$ cat config.mk
export PLATFORM = sky130hd
export DESIGN_NAME = bs_operand_loader
export DESIGN_NICKNAME = d
export VERILOG_FILES = /design/src/rtl/bs_pkg.sv /design/src/rtl/bs_frame_counter.sv /design/src/rtl/bs_operand_loader.sv
export SDC_FILE = /design/constraint.sdc
export NUM_CORES = 1
export LEC_CHECK = 0
export CORE_MARGIN = 4
export CORE_UTILIZATION = 53
export DETAILED_ROUTE_END_ITERATION = 16
export PLACE_DENSITY = 0.84
export SYNTH_ARGS = -nofsm -noshare
export SYNTH_HDL_FRONTEND = slang
export SYNTH_SLANG_ARGS = --single-unit
$ cat constraint.sdc
create_clock -name clk -period 2.9 [get_ports clk]
set_input_delay 0.29 -clock clk [delete_from_list [all_inputs] [get_ports clk]]
set_output_delay 0.29 -clock clk [all_outputs]
set_load 0.01 [all_outputs]
$ cat src/rtl/bs_pkg.sv
// Shared constants for the barrel-shifter operand path: default widths, loader state encoding, frame bit order.
// Latency: none (types/constants only).
// Backpressure: not applicable.
package bs_pkg;

    localparam int DATA_W_DEF  = 4;
    localparam int SEL_W_DEF   = 2;
    localparam int FRAME_W_DEF = SEL_W_DEF + DATA_W_DEF;

    // Serial frames go MSB first, select field ahead of the data word.
    localparam bit FRAME_MSB_FIRST = 1'b1;
    localparam bit FRAME_SEL_FIRST = 1'b1;

    typedef enum logic [1:0] {
        IDLE  = 2'd0,
        SHIFT = 2'd1,
        HOLD  = 2'd2
    } ld_state_t;

    // Number of serial bits collected per frame, including an optional trailing parity bit.
    function automatic int frame_len(input int sel_w, input int data_w, input bit with_parity);
        return sel_w + data_w + (with_parity ? 1 : 0);
    endfunction

endpackage

$ cat src/rtl/bs_frame_counter.sv
// Counts accepted serial bits and flags the increment that completes a frame of LIMIT bits.
// Latency: tc is combinational on inc; the count wraps to 0 on the same edge.
// Backpressure: none; the counter only moves when inc is high.
module bs_frame_counter #(
    parameter int LIMIT = 6
) (
    input  logic clk,
    input  logic rst,
    input  logic inc,
    output logic tc
);

    localparam int CW = (LIMIT > 1) ? $clog2(LIMIT) : 1;

    logic [CW-1:0] cnt;

    assign tc = inc && (cnt == CW'(LIMIT - 1));

    always_ff @(posedge clk) begin
        if (rst) begin
            cnt <= '0;
        end else if (tc) begin
            cnt <= '0;
        end else if (inc) begin
            cnt <= cnt + CW'(1);
        end
    end

endmodule

$ cat src/rtl/bs_operand_loader.sv
// Serial-to-parallel loader for the barrel shifter; optional trailing even parity under BS_LOADER_PARITY_EN.
// Latency: out_valid/s_out/w_out update on the edge that takes the last frame bit.
// Backpressure: out_ready handshake; bits arriving while a frame is held are dropped and flag overrun.
module bs_operand_loader
    import bs_pkg::*;
#(
    parameter int DATA_W = DATA_W_DEF,
    parameter int SEL_W  = SEL_W_DEF
) (
    input  logic              clk,
    input  logic              rst,
    input  logic              ser_in,
    input  logic              ser_valid,
    output logic [DATA_W-1:0] w_out,
    output logic [SEL_W-1:0]  s_out,
    output logic              out_valid,
    input  logic              out_ready,
    output logic              busy,
    output logic              overrun
`ifdef BS_LOADER_PARITY_EN
    ,
    output logic              parity_err
`endif
);

    localparam int FRAME_W = SEL_W + DATA_W;
`ifdef BS_LOADER_PARITY_EN
    localparam int COLLECT_W = frame_len(SEL_W, DATA_W, 1'b1);
`else
    localparam int COLLECT_W = frame_len(SEL_W, DATA_W, 1'b0);
`endif

    if (SEL_W != $clog2(DATA_W)) begin : g_bad_sel_w
        $error("SEL_W must equal clog2(DATA_W)");
    end

    ld_state_t            state;
    logic [COLLECT_W-1:0] sr;
    logic [COLLECT_W-1:0] sr_next;
    logic                 handshake;
    logic                 accept;
    logic                 frame_done;
    logic                 frame_ok;

    assign handshake = out_valid && out_ready;
    // A held frame blocks new bits unless it is being consumed this very cycle.
    assign accept    = ser_valid && ((state != HOLD) || handshake);
    assign sr_next   = COLLECT_W'({sr, ser_in});

`ifdef BS_LOADER_PARITY_EN
    assign frame_ok = ~(^sr_next);
`else
    assign frame_ok = 1'b1;
`endif

    bs_frame_counter #(
        .LIMIT (COLLECT_W)
    ) u_cnt (
        .clk (clk),
        .rst (rst),
        .inc (accept),
        .tc  (frame_done)
    );

    always_ff @(posedge clk) begin
        if (rst) begin
            state     <= IDLE;
            sr        <= '0;
            w_out     <= '0;
            s_out     <= '0;
            out_valid <= 1'b0;
            busy      <= 1'b0;
            overrun   <= 1'b0;
`ifdef BS_LOADER_PARITY_EN
            parity_err <= 1'b0;
`endif
        end else begin
            if (accept) begin
                sr <= sr_next;
            end

            case (state)
                IDLE: begin
                    if (accept) begin
                        state <= SHIFT;
                        busy  <= 1'b1;
                    end
                end
                SHIFT: begin
                end
                HOLD: begin
                    if (handshake) begin
                        out_valid <= 1'b0;
                        if (accept) begin
                            state <= SHIFT;
                            busy  <= 1'b1;
                        end else begin
                            state <= IDLE;
                        end
                    end else if (ser_valid) begin
                        overrun <= 1'b1;
                    end
                end
                default: begin
                    state <= IDLE;
                    busy  <= 1'b0;
                end
            endcase

            // Completion overrides the per-state moves above.
            if (frame_done) begin
                busy <= 1'b0;
                if (frame_ok) begin
                    {s_out, w_out} <= sr_next[COLLECT_W-1 -: FRAME_W];
                    out_valid      <= 1'b1;
                    state          <= HOLD;
                end else begin
`ifdef BS_LOADER_PARITY_EN
                    parity_err <= 1'b1;
`endif
                    state      <= IDLE;
                end
            end
        end
    end

endmodule
==> results of run 1 <==
==> placed cells by master (no fill, tap or decap), types with 2 or more instances in the layout <==
cell type | netlist | layout
nand2_1 | 15 | 15
inv_1 | 5 | 5
clkdlybuf4s50_1 | 0 | 13
dfxtp_1 | 19 | 19
clkbuf_4 | 0 | 3
a21oi_1 | 3 | 3
o2111a_1 | 2 | 2
nor2_1 | 2 | 2
o21ai_0 | 3 | 3
mux2i_1 | 12 | 12
ha_1 | 2 | 2
==> stage by stage <==
step	util	setup WS, ns	hold WS (ns)	cells
after detailed placement	0.6886	1.261	0.4524	105
final	0.7079	1.389	0.4678	109
after global placement	0.6886	1.286	0.4494	105
after global routing	0.7079	1.356	0.4865	109
after CTS	0.7079	1.381	0.4730	109
after floorplan	-	1.725	0.4419	79
==> cell type report <==
cell class / count / share of cell area
multi-input cells: 53 / 0.4062
flip-flops and latches: 19 / 0.3933
repair buffers: 13 / 0.1345
clock buffers: 4 / 0.02717
inverters: 5 / 0.01940
well taps: 15 / 0.01940
==> routing by layer <==
layer,routed length [um],part of all wire,vias up,global-route usage
met4,0,0,0,0.01657
met1,652,0.46,267,0.1865
li1,-,-,309,-
met5,0,0,-,0
met3,94,0.067,0,0.06513
met2,659,0.47,16,0.2358
==> registers in the layout, summed over array words and instances (netlist names) <==
signal and count:
sr 5, w_out 4, u_cnt.cnt 3, s_out 2
state 2, busy 1, out_valid 1, overrun 1
==> Yosys cell counts, types with 2 or more instances <==
library cell / n / area share
nand2_1: 15 / 0.070
dfxtp_1: 19 / 0.47
nor2_1: 2 / 0.0094
inv_1: 5 / 0.023
ha_1: 2 / 0.031
mux2i_1: 12 / 0.15
buf_2: 2 / 0.012
o2111a_1: 2 / 0.028
a21oi_1: 3 / 0.019
o21ai_0: 3 / 0.019
==> kinds of logic after synthesis <==
family | Yosys count
mux | 12
compound gates | 17
buf+inv | 7
flops | 19
simple gates | 22
fa+ha+maj | 2
==> report_power, final <==
group	internal (uW)	switching, uW
clock	53.5	75.8
combinational	19.3	18.5
sequential	268	5.61
==> how the worst max path moves through the flow <==
stage	endpoint	slack [ns]	start	cells after the start
finish	busy	1.39	busy$_SDFFE_PP0P_	1
global route	out_valid	1.36	out_valid$_SDFFE_PP0P_	1
CTS	busy	1.38	busy$_SDFFE_PP0P_	1
detailed placement	sr[4]$_SDFFE_PP0P_	1.26	rst	4
global placement	sr[2]$_SDFFE_PP0P_	1.29	rst	4
floorplan	busy$_SDFFE_PP0P_	1.72	u_cnt.cnt[1]$_SDFFE_PP0P_	5
==> results_dict.tcl, run 1 <==
set metrics [dict create \
    dieArea_um2 2200 \
    setup_viol 0 \
    die_x_um 46.90 \
    multi_input_area_um2 392.9 \
    start_util 0.5870 \
    drive_gt1_frac 0.07447 \
    first_iter_violations 20 \
    power_uw 440.4 \
    ys_ff_latch 19 \
    ys_warn_count 0 \
    startpoint_type "flop" \
    powerDensity_nw_per_um2 455.3 \
    status "complete, no violations" \
    synth_top_family_by_area "compound AO/OA/AOI/OAI gates" \
    critPathMaxFanout 3 \
    ant_nets 0 \
    grt_max_degree 17 \
    firstDrtPassIters 4 \
    fin_crit_sh 0.5209 \
    clock-sinks 19 \
    io_pins 14 \
    htreeDepth 1 \
    postCtsSetupBuffers 0 \
    stdcell_area_um2 967.2 \
    yosys.area_share.simple 0.1357 \
    grt_overflow_total 0 \
    num_antenna_cells 0 \
    cts_resized 0 \
    port_buffers 13 \
    tightestPinTransition_ns 0.4314 \
    synth_cells 79 \
    crit_arrival_ns 1.22 \
    antenna_found_initial 0 \
    cts_root_buf "clkbuf_4" \
    cts_made_buffers 3 \
    dp_hpwl_um 1076 \
    path_class "flop to output port" \
    die_y_um 46.90 \
    crit_path_end_kind "output port" \
    syn_to_final_growth_pct 20.59 \
    r2r_start "u_cnt.cnt[1]$_SDFFE_PP0P_" \
    path_delay_family "buffers and inverters" \
    crit_path_top_delay_cell "clkdlybuf4s50_1" \
    ys_async_sr_fraction 0 \
    crit_buf_inv 1 \
    grt_pass1_vias 564 \
    synth_seq_area_share 0.4743 \
    placementRows 13 \
    rrSetupSlack_ns 1.60 \
    wl_um 1406 \
    post-route-min-period_ns 1.511 \
    wl_per_cell_um 12.90 \
    peakVddDrop_mv 0.3176 \
    syn_nets 86 \
    hp-class "flop to flop" \
    max-clock-path-buffers 2 \
    fin_skew_ns 0.008528 \
    required_ns 2.61 \
    hold_start "s_out[0]$_SDFFE_PP0P_" \
    synth_xor_area_frac 0 \
    worstRegToRegCells 5 \
    seq_area_um2 380.4 \
    synth_edf_count 0 \
    cts_tree "yes" \
    place_congestion 0.7462 \
    drc 0 \
    hold_violations 0 \
    cts.clk_slew.worst_paths_ns 0.10 \
    fillers 109 \
    synth_mux_area_frac 0.1498 \
    synth_compound_area_frac 0.1732 \
    maxCapViolations 0 \
    yosysUniqueCellTypes 24 \
    place_area_um2 940.9 \
    vias_per_cell 5.431 \
    max_freq_ghz 0.6620 \
    grt_pass1_wl_um 2304 \
    fin_setup_tns_ns 0 \
    cts_hold_buf 0 \
    slew_violations 0 \
    rsz0062_at_grt "no" \
    hold_end "s_out[0]$_SDFFE_PP0P_" \
    leakagePower_uw 0.0004098 \
    synthFlopType "dfxtp_1" \
    syn-cell-area_um2 802.0 \
    relSlewSlack 0.7121 \
    hold_depth 2 \
    vias 592 \
    clock_latency_ns 0.29 \
    synthAdderAreaFrac 0.03120 \
    slowest_delay_ns 0.55 \
    syn_area_per_cell_um2 10.15 \
    crit_chain "clkdlybuf4s50_1" \
    core_area_um2 1366 \
    r2r_end "s_out[0]$_SDFFE_PP0P_" \
    grt_usage 0.1461 \
    fin_nets 102 \
]
No activity file was read; power rests on OpenSTA's default activity.
==> run 2, diff against run 1 <==
- CORE_UTILIZATION: 53 -> 49
- PLACE_DENSITY: 0.84 -> 0.79
- clock period: 2.9 -> 1.5 ns (I/O delays scaled with it)
==> results_dict.tcl, run 2 (synthesis gave the netlist of run 1 again) <==
set metrics [dict create \
    placementRows 14 \
    cts_tree "yes" \
    clock-sinks 19 \
    num_antenna_cells 0 \
    grt_overflow_total 0 \
    cts_made_buffers 3 \
    grt_pass1_vias 580 \
    hold_depth 3 \
    hp-class "input port to flop" \
    syn_to_final_growth_pct 23.71 \
    first_iter_violations 3 \
    worst_slack_ns 0.1485 \
    stdcell_area_um2 992.2 \
    start_util 0.5263 \
    required_ns 1.35 \
    placed_cells 109 \
    setup_viol 0 \
    ant_nets 0 \
    drc 0 \
    cts.clk_slew.worst_paths_ns 0.12 \
    relSlewSlack 0.7609 \
    startpoint_type "flop" \
    crit_path_end_kind "output port" \
    reg_top3 "sr: 5 flops, w_out: 4 flops, u_cnt.cnt: 3 flops" \
    port_buffers 13 \
    crit_chain "clkdlybuf4s50_1" \
    grt_max_degree 17 \
    stdcell_count 113 \
    status "complete, no violations" \
    crit_arrival_ns 1.20 \
    path_class "flop to output port" \
    dp_hpwl_um 1050 \
    fin_skew_ns 0.01250 \
    die_y_um 48.46 \
    postLayoutCoreUtil 0.6511 \
    firstDrtPassIters 4 \
    htreeDepth 1 \
    io_pins 14 \
    grt_pass1_wl_um 2559 \
    postCtsSetupBuffers 0 \
    drive_gt1_frac 0.1134 \
    vias 607 \
    cts_hold_buf 0 \
    dp_slack_ns 0.05175 \
    antenna_found_initial 0 \
    fin_setup_tns_ns 0 \
    worstRegToRegCells 5 \
    final_common_cell "dfxtp_1" \
    vias_per_cell 5.372 \
    rsz0062_at_grt "no" \
    tightestPinTransition_ns 0.3572 \
    core_area_um2 1524 \
    place_congestion 0.7400 \
    critPathMaxFanout 3 \
    wl_um 1462 \
    crit_buf_inv 1 \
    place_area_um2 964.7 \
    wl_per_cell_um 12.94 \
    slowest_delay_ns 0.54 \
    clock_latency_ns 0.29 \
    cts_root_buf "clkbuf_4" \
    path_delay_family "buffers and inverters" \
    regMostFlops "sr" \
    max-clock-path-buffers 2 \
    die_x_um 48.46 \
    largest_reg_flops 5 \
    grt_usage 0.1325 \
    post-route-min-period_ns 1.351 \
    max_freq_ghz 0.7399 \
    fin_nets 105 \
    leakagePower_uw 0.0004263 \
    maxCapViolations 0 \
    cts_resized 0 \
    slew_violations 0 \
    cp.depth 1 \
    peakVddDrop_mv 0.4626 \
    fin_crit_sh 0.9010 \
    dieArea_um2 2348 \
    hold_violations 0 \
    crit_path_top_delay_cell "clkdlybuf4s50_1" \
    mostFrequentLayoutCells "dfxtp_1 (19), nand2_1 (15), clkdlybuf4s50_1 (13)" \
    powerDensity_nw_per_um2 868.0 \
]
[run 2: cell types whose count changed in the layout (fill, tap and decap cells not counted)]
cell	previous run	this run
clkbuf_1	1	0
buf_4	0	3
clkinv_2	0	1
[run 2: where the power goes]
group | internal (uW) | switching (uW) | total [uW]
logic | 40.8 | 37.7 | 78.5
registers | 518 | 11.0 | 529
clock network | 99.0 | 155 | 254
[run 2: final timing paths]
path                             startpoint                     to  slack (ns)
hold / removal                       ser_in  w_out[0]$_SDFFE_PP0P_        0.44
setup reg to reg  u_cnt.cnt[1]$_SDFFE_PP0P_  w_out[2]$_SDFFE_PP0P_        0.20
setup / recovery          busy$_SDFFE_PP0P_                   busy        0.15
hold reg to reg          sr[4]$_SDFFE_PP0P_  s_out[1]$_SDFFE_PP0P_        0.47
[run 2: layout make-up]
| class | count | area [um2] |
|---|---|---|
| Tap cell | 16 | 20.02 |
| Clock inverter | 1 | 5.005 |
| Fill cell | 129 | 531.8 |
| Multi-Input combinational cell | 53 | 392.9 |
| Inverter | 5 | 18.77 |
| Timing Repair Buffer | 16 | 152.6 |
| Clock buffer | 3 | 22.52 |
| Sequential cell | 19 | 380.4 |
[run 2: worst register-to-register path: stages, from the launching register on]
cell and delay [ns]:
dfxtp_1 0.35, inv_1 0.06, ha_1 0.22, and3_1 0.23, o21ai_4 0.16, mux2i_1 0.24
[run 2: metrics by stage]
| step | power, uW | hold WS, ns |
|---|---|---|
| floorplan | 586.6 | 0.3019 |
| global placement | 615.5 | 0.4488 |
| detailed placement | 617.5 | 0.4550 |
| CTS | 866.6 | 0.4357 |
| global route | 905.4 | 0.4428 |
| finish | 861.2 | 0.4367 |
[run 2: per-layer routing]
| metal | routed length [um] | track usage | vias to the layer above | share of wire |
|---|---|---|---|---|
| met5 | 0 | 0 | - | 0 |
| met4 | 8 | 0.04036 | 0 | 0.0055 |
| met3 | 79 | 0.04601 | 2 | 0.054 |
| met2 | 604 | 0.1913 | 15 | 0.41 |
| met1 | 771 | 0.1844 | 278 | 0.53 |
| li1 | - | - | 312 | - |
==> run 3, diff against run 2 <==
- RECOVER_POWER: not set -> 25
==> results_dict.tcl, run 3 (synthesis gave the netlist of run 1 again) <==
set metrics [dict create \
    drive_gt1_frac 0.1031 \
    first_iter_violations 2 \
    port_buffers 13 \
    die_y_um 48.46 \
    rrSetupSlack_ns 0.16 \
    r2r_start "state[1]$_SDFFE_PP0P_" \
    slowest_delay_ns 0.54 \
    cts_tree "yes" \
    startpoint "busy$_SDFFE_PP0P_" \
    io_pins 14 \
    tightestPinTransition_ns 0.5240 \
    hold_violations 0 \
    wl_um 1449 \
    start_util 0.5263 \
    cts_resized 0 \
    drc 0 \
    place_congestion 0.7400 \
    crit_path_end_kind "output port" \
    max_freq_ghz 0.7391 \
    dieArea_um2 2348 \
    setup_viol 0 \
    setup.worst_path.end "busy" \
    p_sw_uw 203.8 \
    postLayoutCoreUtil 0.6404 \
    cp.depth 1 \
    grt_overflow_total 0 \
    grt_pass1_wl_um 2559 \
    postCtsSetupBuffers 0 \
    core_area_um2 1524 \
    hp-class "input port to flop" \
    clock_latency_ns 0.29 \
    ant_nets 0 \
    power_uw 860.1 \
    grt_max_degree 17 \
    p_sw_frac 0.2369 \
    regMostFlops "sr" \
    firstDrtPassIters 4 \
    startpoint_type "flop" \
    r2r_end "sr[4]$_SDFFE_PP0P_" \
    cts.clk_slew.worst_paths_ns 0.12 \
    cts_hold_buf 0 \
    clockPowerShare 0.297 \
    leakagePower_uw 0.0004177 \
    cts_root_buf "clkbuf_4" \
    relSlewSlack 0.6486 \
    final_common_cell "dfxtp_1" \
    rsz0062_at_grt "no" \
    vias 604 \
    worst_slack_ns 0.1470 \
    critPathMaxFanout 3 \
    syn_to_final_growth_pct 21.68 \
    mostFrequentLayoutCells "dfxtp_1 (19), nand2_1 (15), clkdlybuf4s50_1 (13)" \
    largest_reg_flops 5 \
    status "complete, no violations" \
    slew_violations 0 \
    crit_chain "clkdlybuf4s50_1" \
    wl_per_cell_um 12.82 \
    crit_path_top_delay_cell "clkdlybuf4s50_1" \
    antenna_found_initial 0 \
    grt_usage 0.1325 \
    fin_skew_ns 0.01346 \
    maxCapViolations 0 \
    hold-worst-slack_ns 0.4354 \
    path_delay_family "buffers and inverters" \
    fin_nets 105 \
    powerDensity_nw_per_um2 881.3 \
    dp_hpwl_um 1050 \
    num_antenna_cells 0 \
    fin_setup_tns_ns 0 \
    fin_crit_sh 0.9020 \
    dp_slack_ns 0.05175 \
    reg_top3 "sr: 5 flops, w_out: 4 flops, u_cnt.cnt: 3 flops" \
    crit_buf_inv 1 \
    worstRegToRegCells 3 \
    clock-sinks 19 \
    vias_per_cell 5.345 \
    power_frac_comb 0.090 \
    max-clock-path-buffers 2 \
    die_x_um 48.46 \
    post-route-min-period_ns 1.353 \
    seq_power_share 0.614 \
    peakVddDrop_mv 0.4641 \
    grt_pass1_vias 580 \
    cts_made_buffers 3 \
    internal_power_uw 656.3 \
    htreeDepth 1 \
    placementRows 14 \
    path_class "flop to output port" \
    crit_arrival_ns 1.20 \
    required_ns 1.35 \
]
-- run 3: cell types whose count changed in the layout (fill, tap and decap cells not counted) --
cell      change
a21boi_2      +1
a21boi_4      -1
buf_4         -1
clkbuf_1      +1
nor2b_2       +1
nor2b_4       -1
-- run 3: metrics by stage --
stage               std cells  instance area [um2]
detailed placement        109                964.7
floorplan                  79                802.0
global route              113                975.9
CTS                       113                992.2
global placement          109                964.7
finish                    113                975.9
-- run 3: power groups by stage --
stage                     Clock [uW]  Sequential [uW]  Combinational [uW]
after floorplan                    0              539                47.8
after global placement             0              539                76.8
after detailed placement           0              540                78.0
after CTS                        259              529                79.3
after global routing             288              530                85.8
final                            255              528                77.1
-- run 3: final cells by class --
type                    instances  area (um2)
fillers                       130       548.0
flip-flops and latches         19       380.4
multi-input cells              53       380.4
repair buffers                 16       148.9
clock buffers                   3       22.52
well taps                      16       20.02
inverters                       5       18.77
clock inverters                 1       5.005
-- run 3: routing by layer --
| metal | track usage | vias up | share of wire |
|---|---|---|---|
| li1 | - | 314 | - |
| met1 | 0.1844 | 275 | 0.54 |
| met2 | 0.1913 | 13 | 0.41 |
| met3 | 0.04601 | 2 | 0.046 |
| met4 | 0.04036 | 0 | 0.0055 |
| met5 | 0 | - | 0 |
-- run 3: worst min-delay path by stage --
stage                     startpoint                        end  slack [ns]  cells after the start
2_1_floorplan              ser_valid  u_cnt.cnt[1]$_SDFFE_PP0P_        0.30                      2
3_3_place_gp   w_out[1]$_SDFFE_PP0P_      w_out[1]$_SDFFE_PP0P_        0.45                      2
3_5_place_dp   s_out[0]$_SDFFE_PP0P_      s_out[0]$_SDFFE_PP0P_        0.46                      2
4_1_cts                       ser_in      w_out[0]$_SDFFE_PP0P_        0.44                      3
5_1_grt                       ser_in      w_out[0]$_SDFFE_PP0P_        0.44                      3
6_report                      ser_in      w_out[0]$_SDFFE_PP0P_        0.44                      3
==> variant 1: new RTL, config.mk and constraints of run 3 <==
Encoding of `ld_state_t`: now one-hot (3 bits for 3 states).
--- a/src/rtl/bs_pkg.sv
+++ b/src/rtl/bs_pkg.sv
@@ -11,10 +11,10 @@
     localparam bit FRAME_MSB_FIRST = 1'b1;
     localparam bit FRAME_SEL_FIRST = 1'b1;
 
-    typedef enum logic [1:0] {
-        IDLE  = 2'd0,
-        SHIFT = 2'd1,
-        HOLD  = 2'd2
+    typedef enum logic [2:0] {
+        IDLE  = 3'b001,
+        SHIFT = 3'b010,
+        HOLD  = 3'b100
     } ld_state_t;
 
     // Number of serial bits collected per frame, including an optional trailing parity bit.
Function: no difference found for any inputs over 10 cycles, from zero or initial values and one cycle with rst high; not proved beyond that.
==> variant 1 against run 3 <==
  * Total power is 34% higher
  * Synthesized area rose by 23%
  * Sequential cell count increased by 1
  * Synthesized cell count rose by 25%
  * Setup slack worse by 0.036 ns
  * Final area increased by 28%
  * Routed wire length grew 28%
==> variant 1: results (changes against run 3) <==
[run_status]
status=finished, final reports clean

[logic_synthesis]
synth-adder-area-share=0.0253  ; -0.00592
synthTopCellsByCount=dfxtp_1 (20), nand2b_1 (16), mux2i_1 (12), a21oi_1 (5), nor2_1 (5)
synthXorXnorAreaFrac=0.0177  ; +0.0177
seq_area_frac_synth=0.405  ; -0.0697
synth_compound_area_frac=0.180  ; +0.00635
synth.area.top_cells=dfxtp_1 (40%), mux2i_1 (12%), nand2b_1 (10%)
ys_warn_count=0  ; unchanged
postSynthCellCount=99  ; +25%
syn_nets=106  ; +23%

[global_route]
grt_max_degree=13  ; -4
grt_usage=0.162  ; +0.0297
grt_use_met1=0.202  ; +0.0173
grt_pass1_vias=770  ; +33%
gr-usage-met2=0.275  ; +0.0835
grt_util_met3=0.0366  ; -0.00939
grt_pass1_wl_um=3330  ; +30%

[clock_network]
root_buffer=clkbuf_4
clk_pin_slew_ns=0.12  ; about the same

[routing]
drtIter0Drc=8  ; +6
wl_per_cell_um=12.6  ; -1.5%
wl_met2_um=935  ; +57%
wirelength_um=1860  ; +28%
viasPerCell=5.19  ; -2.9%
met3WireLength_um=64  ; -4.5%
wl_met1_um=842  ; +8.2%
dr.pass1.iters=4  ; unchanged

[sta]
skew_ns=0.00740  ; -0.00605 ns
tightest_slew_ns=0.375  ; -0.149 ns

[critical_path]
worstPathArrival_ns=1.24  ; +0.04 ns
critPathMaxStageDelay_ns=0.60  ; +0.06 ns
slowest_stage=dlygate4sd3_1

[place]
placed_cell_area_um2=1200  ; +24%
gp_congestion=0.835  ; +13%
dp_hpwl_um=1440  ; +37%

[power]
peakVddDrop_v=0.000622  ; +34%
power_density_nw_per_um2=925  ; +5.0%
leakagePower_nw=0.482  ; +15%

[finish]
fin_nets=130  ; +24%
reg_top3=sr: 5 flops, w_out: 4 flops
drive_above_1_share=0.180  ; +0.0772

==> variant 1: layout make-up <==
class | instances | area share
clock buffers | 3 | 0.0180
clock inverters | 1 | 0.0240
inverters | 2 | 0.00601
multi-input cells | 71 | 0.430
flip-flops and latches | 20 | 0.321
well taps | 25 | 0.0251
repair buffers | 25 | 0.176
==> variant 1: worst paths after layout <==
path	endpoint	slack [ns]	depth (start not counted)	startpoint
max	w_out[0]	0.11	1	w_out[0]$_SDFFE_PP0P_
min reg2reg	w_out[1]$_SDFFE_PP0P_	0.48	2	w_out[1]$_SDFFE_PP0P_
max reg2reg	s_out[0]$_SDFFE_PP0P_	0.14	3	state[0]$_SDFFE_PP1P_
min	sr[0]$_SDFFE_PP0P_	0.45	3	ser_in
==> variant 1: where the power goes <==
part           switching, W  internal, W
Combinational     0.0000628    0.0000775
Sequential        0.0000287     0.000551
Clock              0.000165     0.000270
Total              0.000257     0.000899
==> variant 2: new RTL, config.mk and constraints of run 3 <==
Without the edit above. Add a define of `BS_LOADER_PARITY_EN`.
--- a/src/rtl/bs_operand_loader.sv
+++ b/src/rtl/bs_operand_loader.sv
@@ -1,6 +1,8 @@
 // Serial-to-parallel loader for the barrel shifter; optional trailing even parity under BS_LOADER_PARITY_EN.
 // Latency: out_valid/s_out/w_out update on the edge that takes the last frame bit.
 // Backpressure: out_ready handshake; bits arriving while a frame is held are dropped and flag overrun.
+`define BS_LOADER_PARITY_EN
+
 module bs_operand_loader
     import bs_pkg::*;
 #(
Check against the original RTL (old outputs only; new: parity_err): not equivalent (a bounded check fails within 10 cycles, from zero or initial values and one cycle with rst high).
==> variant 2 against run 3 <==
  * Synthesized area up 23%
  * Clock skew down 0.0079 ns
  * Combinational power up 31%
  * Total power up 9.5%
  * Final area up 26%
  * Setup slack worse by 0.064 ns
  * Routed wire length up 17%
  * Sequential cell count up 2
  * Highest routed layer unchanged
==> variant 2: results (changes against run 3) <==
[critical_path]
reg2reg_slack_ns=0.08  ; -0.08 ns
worstPathArrival_ns=1.64  ; +0.44 ns
reg2reg_to=s_out[1]$_SDFFE_PP0P_
cp_max_fo=7  ; +4
rr_worst_depth=4  ; +1
r2r-start=sr[4]$_SDFFE_PP0P_

[place]
portBuffers=14  ; +1
gp_congestion=0.721  ; -2.6%
placedCellCount=136  ; +25%
dp_hpwl_um=1230  ; +17%

[sta]
skew_ns=0.00561  ; -0.00785 ns
worst_hold_slack_ns=0.463  ; +0.0272 ns
slew_headroom=0.833  ; +0.185

[routing]
viasPerCell=5.09  ; -4.7%
drtIter0Drc=7  ; +5
wirelength_um=1700  ; +17%
dr.pass1.iters=4  ; unchanged
wl_per_cell_um=12.1  ; -5.3%

[finish]
reg_top3=sr: 6 flops, w_out: 4 flops, u_cnt.cnt: 3 flops
antennaDiodeCount=0  ; unchanged
fin_nets=123  ; +17%
drive_above_1_share=0.270  ; +0.166
fill_cells=148  ; +14%

[global_route]
grt_pass1_vias=661  ; +14%
grt_usage=0.140  ; +0.00771
grt_pass1_wl_um=2850  ; +11%
grt_max_degree=28  ; +11

[logic_synthesis]
avgSynthCellArea_um2=10.4  ; +2.2%
seq_area_frac_synth=0.426  ; -0.0479
synthXorXnorAreaFrac=0.0647  ; +0.0647
synth_compound_area_frac=0.0926  ; -0.0805
ys_warn_count=0  ; unchanged
synth-adder-area-share=0.0254  ; -0.00582
synth.area.top_cells=dfxtp_1 (43%), mux2i_1 (13%), or2b_2 (9.8%)
synthTopCellsByCount=dfxtp_1 (21), mux2i_1 (13), or2b_2 (11), nor2_1 (10), a21oi_1 (7)
synthMuxAreaShare=0.132  ; -0.0178
synth_cell_types=29  ; +21%
syn_nets=102  ; +19%

[min_path]
hold_depth=2  ; -1
hold_path_startpoint=parity_err$_SDFFE_PP0P_
min_to=parity_err$_SDFFE_PP0P_
hold_class=flip-flop to flip-flop

[clock_network]
clk_pin_slew_ns=0.10  ; -0.02 ns
hold_buffers=0  ; unchanged
insertion_delay_ns=0.29  ; about the same

[power]
leakagePower_nw=0.528  ; +27%
peakVddDrop_v=0.000707  ; +52%

[run_status]
status=finished, final reports clean

variant 2: changes by cell type after synthesis, sizes merged, moves of 3 or more:
cell	before	now
a21oi	3	7
clkbuf	0	3
nand2	15	3
nor2	2	10
or2b	0	11
variant 2: logic make-up (layout without fill, tap and decap cells):
family | after synthesis | in the layout
AND/OR/NAND/NOR | 31 | 31
flip-flops | 21 | 21
AO/OA/AOI/OAI | 15 | 15
multiplexers | 13 | 13
buffers and inverters | 9 | 29
XOR/XNOR | 4 | 4
adder cells (fa/ha/maj) | 2 | 2
variant 2: worst max path at each step:
stage | start | end | slack, ns | depth (start not counted)
finish | sr[4]$_SDFFE_PP0P_ | s_out[1]$_SDFFE_PP0P_ | 0.08 | 4
global route | sr[5]$_SDFFE_PP0P_ | s_out[1]$_SDFFE_PP0P_ | -0.009 | 4
CTS | u_cnt.cnt[0]$_SDFFE_PP0P_ | busy$_SDFFE_PP0P_ | 0.007 | 5
floorplan | u_cnt.cnt[0]$_SDFFE_PP0P_ | busy$_SDFFE_PP0P_ | 0.1 | 5
detailed placement | ser_in | s_out[1]$_SDFFE_PP0P_ | -0.22 | 5
global placement | ser_in | s_out[1]$_SDFFE_PP0P_ | -0.17 | 5
variant 2: layer usage:
metal  up-vias  global-route usage  wire length, µm
met5         -                   0                0
met1       340               0.169              750
li1        361                   -                -
met2        10               0.233              875
met3         2              0.0507               59
met4         0              0.0383               14
variant 2: report_power, final:
group	total [W]	internal, W	switching (W)
sequential	0.000581	0.000570	0.0000114
combinational	0.000101	0.0000572	0.0000439
clock	0.000260	0.000103	0.000157
variant 2: per-stage QoR:
stage           util  cell area (µm²)  TNS (ns)  setup slack, ns  total power, W
6_report       0.673             1220         0           0.0834        0.000942
5_1_grt        0.673             1220   -0.0129         -0.00949        0.000989
4_1_cts        0.670             1220         0          0.00714        0.000956
3_5_place_dp   0.652             1190     -2.26           -0.216        0.000691
3_3_place_gp   0.652             1190     -1.62           -0.165        0.000687
2_1_floorplan      -              986         0           0.0960        0.000655
variant 2: critical path: stages, from the launching register on:
cell	delay [ns]
dfxtp_1	0.35
xnor3_1	0.39
xnor3_2	0.28
nand2_4	0.15
mux2i_1	0.19
variant 2: cell type report:
| type | instances | area, µm² | share of cell area |
|---|---|---|---|
| multi-input cells | 65 | 527 | 0.430 |
| inverters | 5 | 18.8 | 0.0153 |
| clock buffers | 4 | 26.3 | 0.0215 |
| flip-flops and latches | 21 | 424 | 0.346 |
| repair buffers | 20 | 198 | 0.161 |
| well taps | 25 | 31.3 | 0.0255 |
variant 2: repair_timing:
item | CTS | global route
gates resized for setup | 2 | 5
setup endpoints to repair | 1 | 7
gates cloned | 0 | 0
